File: src/rtl/cpu_ctrl_pkg.sv
// Shared definitions for the CPU stage sequencer: state encoding, opcode
// constants and opcode classification helpers.
package cpu_ctrl_pkg;

  localparam int OPC_W = 6;

  typedef enum logic [2:0] {
    S_IDLE = 3'd0,
    S_IF   = 3'd1,
    S_ID   = 3'd2,
    S_EX   = 3'd3,
    S_MEM  = 3'd4,
    S_WB   = 3'd5,
    S_HALT = 3'd6
  } state_t;

  localparam logic [OPC_W-1:0] OP_RTYPE = 6'h00;
  localparam logic [OPC_W-1:0] OP_LW    = 6'h23;
  localparam logic [OPC_W-1:0] OP_SW    = 6'h2B;
  localparam logic [OPC_W-1:0] OP_BEQ   = 6'h04;
  localparam logic [OPC_W-1:0] OP_HALT  = 6'h3F;

  function automatic logic is_mem(input logic [OPC_W-1:0] opc);
    return (opc == OP_LW) || (opc == OP_SW);
  endfunction

  function automatic logic is_wb(input logic [OPC_W-1:0] opc);
    return (opc == OP_RTYPE) || (opc == OP_LW);
  endfunction

  function automatic logic is_legal(input logic [OPC_W-1:0] opc);
    return (opc == OP_RTYPE) || (opc == OP_LW) || (opc == OP_SW) ||
           (opc == OP_BEQ) || (opc == OP_HALT);
  endfunction

endpackage

File: src/rtl/stage_sequencer_if.sv
// Control bundle between the stage sequencer and the datapath stages.
// mem_req is held high until mem_ack is sampled high; mem_ack outside MEM is ignored.
interface stage_sequencer_if #(
  parameter int OP_W  = 6,
  parameter int CNT_W = 32
);
  logic             run;
  logic             step;
  logic [OP_W-1:0]  op;
  logic             mem_ack;
  logic             fetch_en;
  logic             decode_en;
  logic             alu_en;
  logic             mem_req;
  logic             mem_we;
  logic             wb_en;
  logic             pc_en;
  logic [2:0]       state;
  logic             busy;
  logic             halted;
  logic             err;
  logic [CNT_W-1:0] instr_cnt;
  logic [CNT_W-1:0] cycle_cnt;

  modport ctrl (
    input  run, step, op, mem_ack,
    output fetch_en, decode_en, alu_en, mem_req, mem_we, wb_en, pc_en,
           state, busy, halted, err, instr_cnt, cycle_cnt
  );

  modport dp (
    output run, step, op, mem_ack,
    input  fetch_en, decode_en, alu_en, mem_req, mem_we, wb_en, pc_en,
           state, busy, halted, err, instr_cnt, cycle_cnt
  );
endinterface

File: src/rtl/stage_sequencer.sv
// Multi-cycle CPU control: walks IF/ID/EX/MEM/WB one stage per clock and
// produces Moore stage enables, memory handshake, halt/error and counters.
module stage_sequencer
  import cpu_ctrl_pkg::*;
#(
  parameter int OP_W        = 6,
  parameter int CNT_W       = 32,
  parameter int MEM_TIMEOUT = 15
) (
  input  logic          clk,
  input  logic          rst,
  stage_sequencer_if.ctrl bus
);

  localparam int WAIT_W = $clog2(MEM_TIMEOUT + 1);

  state_t            state_q, state_d;
  logic [OP_W-1:0]   op_q;
  logic              step_mode_q, step_mode_d;
  logic              err_q, err_d;
  logic              retire;
  logic [WAIT_W-1:0] wait_q;
  logic [CNT_W-1:0]  instr_q;
  logic [CNT_W-1:0]  cycle_q;
  logic              busy;

  always_comb begin
    state_d     = state_q;
    step_mode_d = step_mode_q;
    err_d       = err_q;
    retire      = 1'b0;
    case (state_q)
      S_IDLE: begin
        if (bus.run) begin
          state_d     = S_IF;
          step_mode_d = 1'b0;
        end else if (bus.step) begin
          state_d     = S_IF;
          step_mode_d = 1'b1;
        end
      end
      S_IF: state_d = S_ID;
      S_ID: begin
        if (bus.op == OP_HALT) begin
          state_d = S_HALT;
          retire  = 1'b1;
        end else if (!is_legal(bus.op)) begin
          state_d = S_HALT;
          err_d   = 1'b1;
        end else begin
          state_d = S_EX;
        end
      end
      S_EX: state_d = is_mem(op_q) ? S_MEM : S_WB;
      S_MEM: begin
        // wait_q is 0 in the first MEM cycle, so an ack in cycle MEM_TIMEOUT still wins
        if (bus.mem_ack) begin
          state_d = S_WB;
        end else if (wait_q == WAIT_W'(MEM_TIMEOUT - 1)) begin
          state_d = S_HALT;
          err_d   = 1'b1;
        end
      end
      S_WB: begin
        retire      = 1'b1;
        step_mode_d = 1'b0;
        state_d     = (bus.run && !step_mode_q) ? S_IF : S_IDLE;
      end
      S_HALT:  state_d = S_HALT;
      default: state_d = S_IDLE;
    endcase
  end

  always_ff @(posedge clk or negedge rst) begin
    if (!rst) begin
      state_q     <= S_IDLE;
      step_mode_q <= 1'b0;
      err_q       <= 1'b0;
      op_q        <= '0;
      wait_q      <= '0;
      instr_q     <= '0;
      cycle_q     <= '0;
    end else begin
      state_q     <= state_d;
      step_mode_q <= step_mode_d;
      err_q       <= err_d;
      if (state_q == S_ID) op_q <= bus.op;
      wait_q      <= (state_q == S_MEM) ? wait_q + 1'b1 : '0;
      if (retire) instr_q <= instr_q + 1'b1;
      if (busy)   cycle_q <= cycle_q + 1'b1;
    end
  end

  assign busy          = (state_q != S_IDLE) && (state_q != S_HALT);

  assign bus.fetch_en  = (state_q == S_IF);
  assign bus.decode_en = (state_q == S_ID);
  assign bus.alu_en    = (state_q == S_EX);
  assign bus.mem_req   = (state_q == S_MEM);
  assign bus.mem_we    = (state_q == S_MEM) && (op_q == OP_SW);
  assign bus.wb_en     = (state_q == S_WB) && is_wb(op_q);
  assign bus.pc_en     = (state_q == S_WB);
  assign bus.state     = state_q;
  assign bus.busy      = busy;
  assign bus.halted    = (state_q == S_HALT);
  assign bus.err       = err_q;
  assign bus.instr_cnt = instr_q;
  assign bus.cycle_cnt = cycle_q;

endmodule

File: src/flat_wrapper.sv
// flat-port wrapper written by rule: the top's interface ports become plain ports
module stage_sequencer_flat import cpu_ctrl_pkg::*;
#(
  parameter int OP_W        = 6,
  parameter int CNT_W       = 32,
  parameter int MEM_TIMEOUT = 15
)
  (clk, rst, bus_run, bus_step, bus_op, bus_mem_ack, bus_fetch_en, bus_decode_en, bus_alu_en, bus_mem_req, bus_mem_we, bus_wb_en, bus_pc_en, bus_state, bus_busy, bus_halted, bus_err, bus_instr_cnt, bus_cycle_cnt);
  stage_sequencer_if #(.OP_W(OP_W), .CNT_W(CNT_W)) bus_i ();
  input  logic clk;
  input  logic rst;
  input wire logic [$bits(bus_i.run)-1:0] bus_run;
  input wire logic [$bits(bus_i.step)-1:0] bus_step;
  input wire logic [$bits(bus_i.op)-1:0] bus_op;
  input wire logic [$bits(bus_i.mem_ack)-1:0] bus_mem_ack;
  output wire logic [$bits(bus_i.fetch_en)-1:0] bus_fetch_en;
  output wire logic [$bits(bus_i.decode_en)-1:0] bus_decode_en;
  output wire logic [$bits(bus_i.alu_en)-1:0] bus_alu_en;
  output wire logic [$bits(bus_i.mem_req)-1:0] bus_mem_req;
  output wire logic [$bits(bus_i.mem_we)-1:0] bus_mem_we;
  output wire logic [$bits(bus_i.wb_en)-1:0] bus_wb_en;
  output wire logic [$bits(bus_i.pc_en)-1:0] bus_pc_en;
  output wire logic [$bits(bus_i.state)-1:0] bus_state;
  output wire logic [$bits(bus_i.busy)-1:0] bus_busy;
  output wire logic [$bits(bus_i.halted)-1:0] bus_halted;
  output wire logic [$bits(bus_i.err)-1:0] bus_err;
  output wire logic [$bits(bus_i.instr_cnt)-1:0] bus_instr_cnt;
  output wire logic [$bits(bus_i.cycle_cnt)-1:0] bus_cycle_cnt;
  assign bus_i.run = bus_run;
  assign bus_i.step = bus_step;
  assign bus_i.op = bus_op;
  assign bus_i.mem_ack = bus_mem_ack;
  assign bus_fetch_en = bus_i.fetch_en;
  assign bus_decode_en = bus_i.decode_en;
  assign bus_alu_en = bus_i.alu_en;
  assign bus_mem_req = bus_i.mem_req;
  assign bus_mem_we = bus_i.mem_we;
  assign bus_wb_en = bus_i.wb_en;
  assign bus_pc_en = bus_i.pc_en;
  assign bus_state = bus_i.state;
  assign bus_busy = bus_i.busy;
  assign bus_halted = bus_i.halted;
  assign bus_err = bus_i.err;
  assign bus_instr_cnt = bus_i.instr_cnt;
  assign bus_cycle_cnt = bus_i.cycle_cnt;
  stage_sequencer #(.OP_W(OP_W), .CNT_W(CNT_W), .MEM_TIMEOUT(MEM_TIMEOUT)) u_core (.clk(clk), .rst(rst), .bus(bus_i));
endmodule
File: config.mk
export PLATFORM = sky130hd
export DESIGN_NAME = stage_sequencer_flat
export DESIGN_NICKNAME = d
export VERILOG_FILES = /design/src/rtl/cpu_ctrl_pkg.sv /design/src/rtl/stage_sequencer_if.sv /design/src/rtl/stage_sequencer.sv /design/src/flat_wrapper.sv
export SDC_FILE = /design/constraint.sdc
export NUM_CORES = 1
export LEC_CHECK = 0
export ABC_AREA = 1
export CAP_MARGIN = 20
export CORE_MARGIN = 2
export CORE_UTILIZATION = 31
export DETAILED_ROUTE_END_ITERATION = 6
export GPL_ROUTABILITY_DRIVEN = 1
export PLACE_DENSITY_LB_ADDON = 0.08
export SKIP_CTS_REPAIR_TIMING = 1
export SLEW_MARGIN = 20
export SYNTH_ARGS = -nofsm -noshare
export SYNTH_HDL_FRONTEND = slang
export SYNTH_SLANG_ARGS = --single-unit
File: constraint.sdc
create_clock -name clk -period 4.55 [get_ports clk]
set_clock_uncertainty 0.1 [all_clocks]
set_input_delay 0.455 -clock clk [delete_from_list [all_inputs] [get_ports clk]]
set_output_delay 0.455 -clock clk [all_outputs]
set_load 0.1 [all_outputs]
======== Word-level counts from Yosys, hierarchy flattened ========
Index checks and enable logic that the tools add are counted.
word-level totals
  word-level logic and storage cells ...... 70
  input port bits ......................... 11
  register bits after elaboration ......... 79
cells by class
  reductions and logical operators ........ 20
  add/sub/neg operators ................... 3
  muxes and demuxes ....................... 20
  eq/ne operators ......................... 20
operators with widths
  kind                   count
  $add 32x1->32 const B  2
  $eq 6x6->1 const B     5
  $pmux 3 s7             1
  $mux 3                 6
  $logic_not 6->1        2
  $eq 3x3->1 const B     3
  $mux 1                 9
  $eq 3x2->1 const B     2
  $eq 6x3->1 const B     1
  $logic_or 1x1->1       6
  $ne 2x2->1 const B     3
  $ne 3x3->1 const B     2
  $pmux 1 s2             3
  $reduce_and 5->1       1
  $add 4x1->4 const B    1
  $eq 4x4->1 const B     1
  $logic_and 1x1->1      4
  $mux 4                 1
  $reduce_and 2->1       2
  $reduce_bool 2->1      2
  $eq 3x1->1 const B     1
  $logic_not 3->1        1
  $ne 3x2->1 const B     1
  $reduce_bool 3->1      1
  other kinds (2)        2

======== Depth between registers and ports, before layout ========
  word-level depth ........................ 8
  depth in mapped cells ................... 10
  depth with buffers taken out ............ 10

======== Worst setup path before layout ========
No wires, ideal clock.
  path kind ............................... reg2out
  from .................................... register u_core.state_q[2], in the netlist u_core.bus.state[2]
  to ...................................... output port bus_mem_we
  arrival time ............................ 3466 ps
  required time ........................... 3995 ps
  buffers on the path ..................... 1
  path slack .............................. 529 ps
  cell stages (with the launch flop) ...... 4
  cells stage by stage .................... dfrtp_1 buf_2 nand2_1 nor3_1
between the ends
  word-level cells in the longest chain between the ends .. 2
ends and longest elaborated chain
  element                 line                    RTL
  start, declared         stage_sequencer.sv:17   state_t state_q, state_d;
  start signal, assigned  stage_sequencer.sv:84   state_q <= state_d;
  $eq 3x3->1              stage_sequencer.sv:100  assign bus.mem_we = (state_q == S_MEM) && (op_q == OP_SW);
  $logic_and 1x1->1       stage_sequencer.sv:100
  end, declared           flat_wrapper.sv:20      output wire logic [$bits(bus_i.mem_we)-1:0] bus_mem_we;
Every way passes these cells.

======== Worst setup path in the final report ========
  from .................................... register u_core.state_q[2], in the netlist u_core.bus.state[2]
  to ...................................... output port bus_busy
between the ends
  word-level cells in the longest chain between the ends .. 2
  elaborated cells between the ends (all ways) .. 3
ends and longest elaborated chain
  element                                                 line                   RTL
  $ne 3x3->1 / $reduce_bool 3->1 (equally long branches)  stage_sequencer.sv:94  assign busy = (state_q != S_IDLE) && (state_q != S_HALT);
  $logic_and 1x1->1 *                                     stage_sequencer.sv:94
  end, declared                                           flat_wrapper.sv:24     output wire logic [$bits(bus_i.busy)-1:0] bus_busy;
Every way passes the cells marked *; elsewhere a longest branch is shown, timed or not.

==> impl_metrics.csv <==
group,metric,value,unit
critical_path,worst_ep_arrival_time,2.64,ns
yosys,yosys_warnings,0,
critical_path,crit_type,"flop to output pin",
yosys,synthAdderAreaFrac,0.0108,
die,die_w,126,um
timing,fmax,313,MHz
detailed_routing,routed_wl,12200,um
die,initial_utilization,0.318,
critical_path,worstPathMaxFanout,11,
power_and_ir_drop,pwr-share-comb,0.434,
die,coreArea,14600,sq um
critical_path,rrSetupSlack,2.14,ns
yosys,synth_cells,658,
timing,final_hold_viol_count,0,
place,dp_slack,1.72,ns
timing,post-route-min-period,3.20,ns
finish,final_nets,765,
die,die_area,15900,sq um
cts,clk_latency,0.35,ns
finish,fin_area,6000,sq um
power_and_ir_drop,peakVddDrop,0.337,mV
detailed_routing,antenna_left,0,
place,place_congestion,0.829,
timing,drv_slew,0,
timing,rsz0062_at_grt,"false",
power_and_ir_drop,swShare,0.480,
finish,multiInputGateArea,2280,sq um
yosys,async_reset_ff_frac,1.00,
cts,cts_inserted_buffers,9,
global_route,grt_usage,0.164,
detailed_routing,vias,4307,
timing,tightest_slew,0.995,ns
global_route,grt_max_degree,44,
yosys,synth_compound_area_frac,0.0338,
global_route,grt_pass1_vias,4387,
die,die_y,126,um
yosys,synth-seq-cells,79,
finish,antenna_cells,0,
yosys,syn_area,4630,sq um
yosys,synthDistinctLibCells,33,
hold_path,hold_class,"flop to flop",
cts,cts_root_buf,"clkbuf_16",
die,ios,88,
place,port_buffers,87,
power_and_ir_drop,power_density,502,nW/um^2
critical_path,cp-end-kind,"output pin",
cts,htreeDepth,3,
finish,drive_above_1_share,0.0556,
global_route,grt_overflow,0,
finish,num-fill-cells,1506,
detailed_routing,drt_first_pass_iters,4,
place,dpl_cell_area,5670,sq um
timing,worst_slack,1.35,ns
yosys,yosys-mux-area-fraction,0,
run,drv_cap,0,
yosys,synth_edf_count,0,
power_and_ir_drop,switchingPower,1.45,mW
global_route,grt_pass1_wl,21100,um
power_and_ir_drop,p_clk_frac,0.261,
cts,clk_path_buf_depth,2,
yosys,syn-mean-instance-area,7.04,sq um
power_and_ir_drop,p_leak,2.60,nW
timing,setup_viol,0,
detailed_routing,drc,0,
timing,setup_tns,0,ns
yosys,synthSimpleGateAreaFrac,0.387,
global_route,antenna_found_initial,0,
power_and_ir_drop,internal-power,1.57,mW
cts,cts.sinks,79,
place,dp_hpwl,9340,um
yosys,synthFlopType,"dfrtp_1",
critical_path,required,3.99,ns
finish,syn_to_final_growth,29.6,%
cts,cts_tree,"yes",
timing,relSlewSlack,0.334,
yosys,syn-num-nets,673,
power_and_ir_drop,seq_power_share,0.305,
detailed_routing,routed_via_density,4.59,
detailed_routing,drt_iter0_markers,181,
detailed_routing,avgRoutedWirePerCell,13.0,um
outcome,outcome,"finished, final reports clean",
cts,path_clk_slew,0.06,ns
yosys,synth_top_family_by_area,"simple AND/OR/NAND/NOR gates",
yosys,ys_seq_area_frac,0.427,
finish,regArea,1980,sq um
die,rows,44,
critical_path,critical_path.startpoint_type,"flop",
yosys,synth_xor_xnor_area_share,0.0605,
timing,finalCritPeriodShare,0.702,
logic make-up (layout without fill, tap and decap cells):
logic type                 after synthesis  count (layout)
DFF                                     79              79
and+or+nand+nor                        425             425
AOI/OAI and AO/OA                       27              27
xor gates and xnor gates                32              32
adders and majority gates                4               4
buffers and inverters                   91             188
critical path: stages, from the launching register on:
cell,delay (ns)
dfrtp_1,0.48
inv_2,0.15
o21ai_0,0.11
nand2_1,0.33
clkdlybuf4s50_1,1.21
flip-flops by register name, summed over array words and instances (netlist names):
name / count
u_core.bus.cycle_cnt: 32
u_core.bus.instr_cnt: 32
u_core.op_q: 6
u_core.wait_q: 4
u_core.bus.state: 3
u_core.bus.err: 1
u_core.step_mode_q: 1
power groups by stage:
stage / combinational (mW) / sequential (mW) / clock [mW]
2_1_floorplan: 0.620 / 1.35 / 0
3_3_place_gp: 1.31 / 0.926 / 0
3_5_place_dp: 1.32 / 0.932 / 0
4_1_cts: 1.32 / 0.919 / 0.822
5_1_grt: 1.39 / 0.936 / 0.848
6_report: 1.31 / 0.920 / 0.789
layout by cell type, fill, tap and decap left out:
cell type        count
buf_4                2
xor2_1              16
nor2_4               1
nand2_2              5
a221oi_1             1
clkbuf_16            9
clkinv_2             2
nor2_1             103
inv_2                2
ha_1                 4
o21bai_1             2
nand3_1             33
nand4_1             18
nor3_1               8
nand2_1            239
nor2_2               9
or2_2                1
clkdlybuf4s50_1     86
dlygate4sd3_1        1
o21ai_1              2
a31o_2               1
bufinv_16            2
nand3b_1             2
o21ai_0             16
o31ai_1              1
dfrtp_1             79
xnor2_1             16
a21oi_1              2
nor3_4               2
inv_6                2
nand3_2              1
nor3_2               1
or2_1                1
o32ai_1              1
nand2_4              1
a21boi_0             1
clkinvlp_4           1
inv_1               81
routing by layer:
| metal | vias to the layer above | share of wire | wire, um | track usage |
|---|---|---|---|---|
| met5 | - | 0 | 0 | 0 |
| met4 | 0 | 0.020 | 240 | 0.0653 |
| met3 | 14 | 0.031 | 374 | 0.0306 |
| met2 | 73 | 0.47 | 5700 | 0.272 |
| met1 | 2004 | 0.48 | 5930 | 0.212 |
| li1 | 2216 | - | - | - |
path summary, 6_finish.rpt:
| path | start | end | cells after the start |
|---|---|---|---|
| max | u_core.bus.state[2] | bus_busy | 4 |
| min | u_core.bus.err | u_core.bus.err | 1 |
| max reg2reg | u_core.bus.state[0] | u_core.bus.instr_cnt[10] | 8 |
| min reg2reg | u_core.bus.err | u_core.bus.err | 1 |
| max in group asynchronous | rst | u_core.bus.instr_cnt[11] | 3 |
| min in group asynchronous | rst | u_core.bus.cycle_cnt[11] | 2 |
final cells by class:
class / instances / area share
repair buffers: 89 / 0.148
clock inverters: 7 / 0.0158
inverters: 83 / 0.0519
multi-input cells: 488 / 0.380
clock buffers: 9 / 0.0375
well taps: 184 / 0.0383
flip-flops and latches: 79 / 0.329
through the flow:
step | util | hold WS, ns | cells | total power [mW]
final | 0.411 | 0.382 | 939 | 3.02
after CTS | 0.411 | -0.0158 | 938 | 3.06
after detailed placement | 0.389 | 0.364 | 922 | 2.25
after floorplan | - | 0.0594 | 658 | 1.97
after global placement | 0.389 | 0.364 | 922 | 2.24
after global routing | 0.411 | 0.395 | 939 | 3.17
synth_stat cells, types with 5 or more instances:
| library cell | instances | area [sq um] |
|---|---|---|
| inv_1 | 81 | 304 |
| xnor2_1 | 16 | 140 |
| o21ai_0 | 16 | 80.1 |
| nand2_2 | 5 | 31.3 |
| nor2_1 | 103 | 387 |
| nand3_1 | 33 | 165 |
| xor2_1 | 16 | 140 |
| nor3_1 | 8 | 40.0 |
| nand4_1 | 18 | 113 |
| dfrtp_1 | 79 | 1980 |
| nor2_2 | 9 | 56.3 |
| nand2_1 | 239 | 897 |
Power figures use the tool's default switching activity.
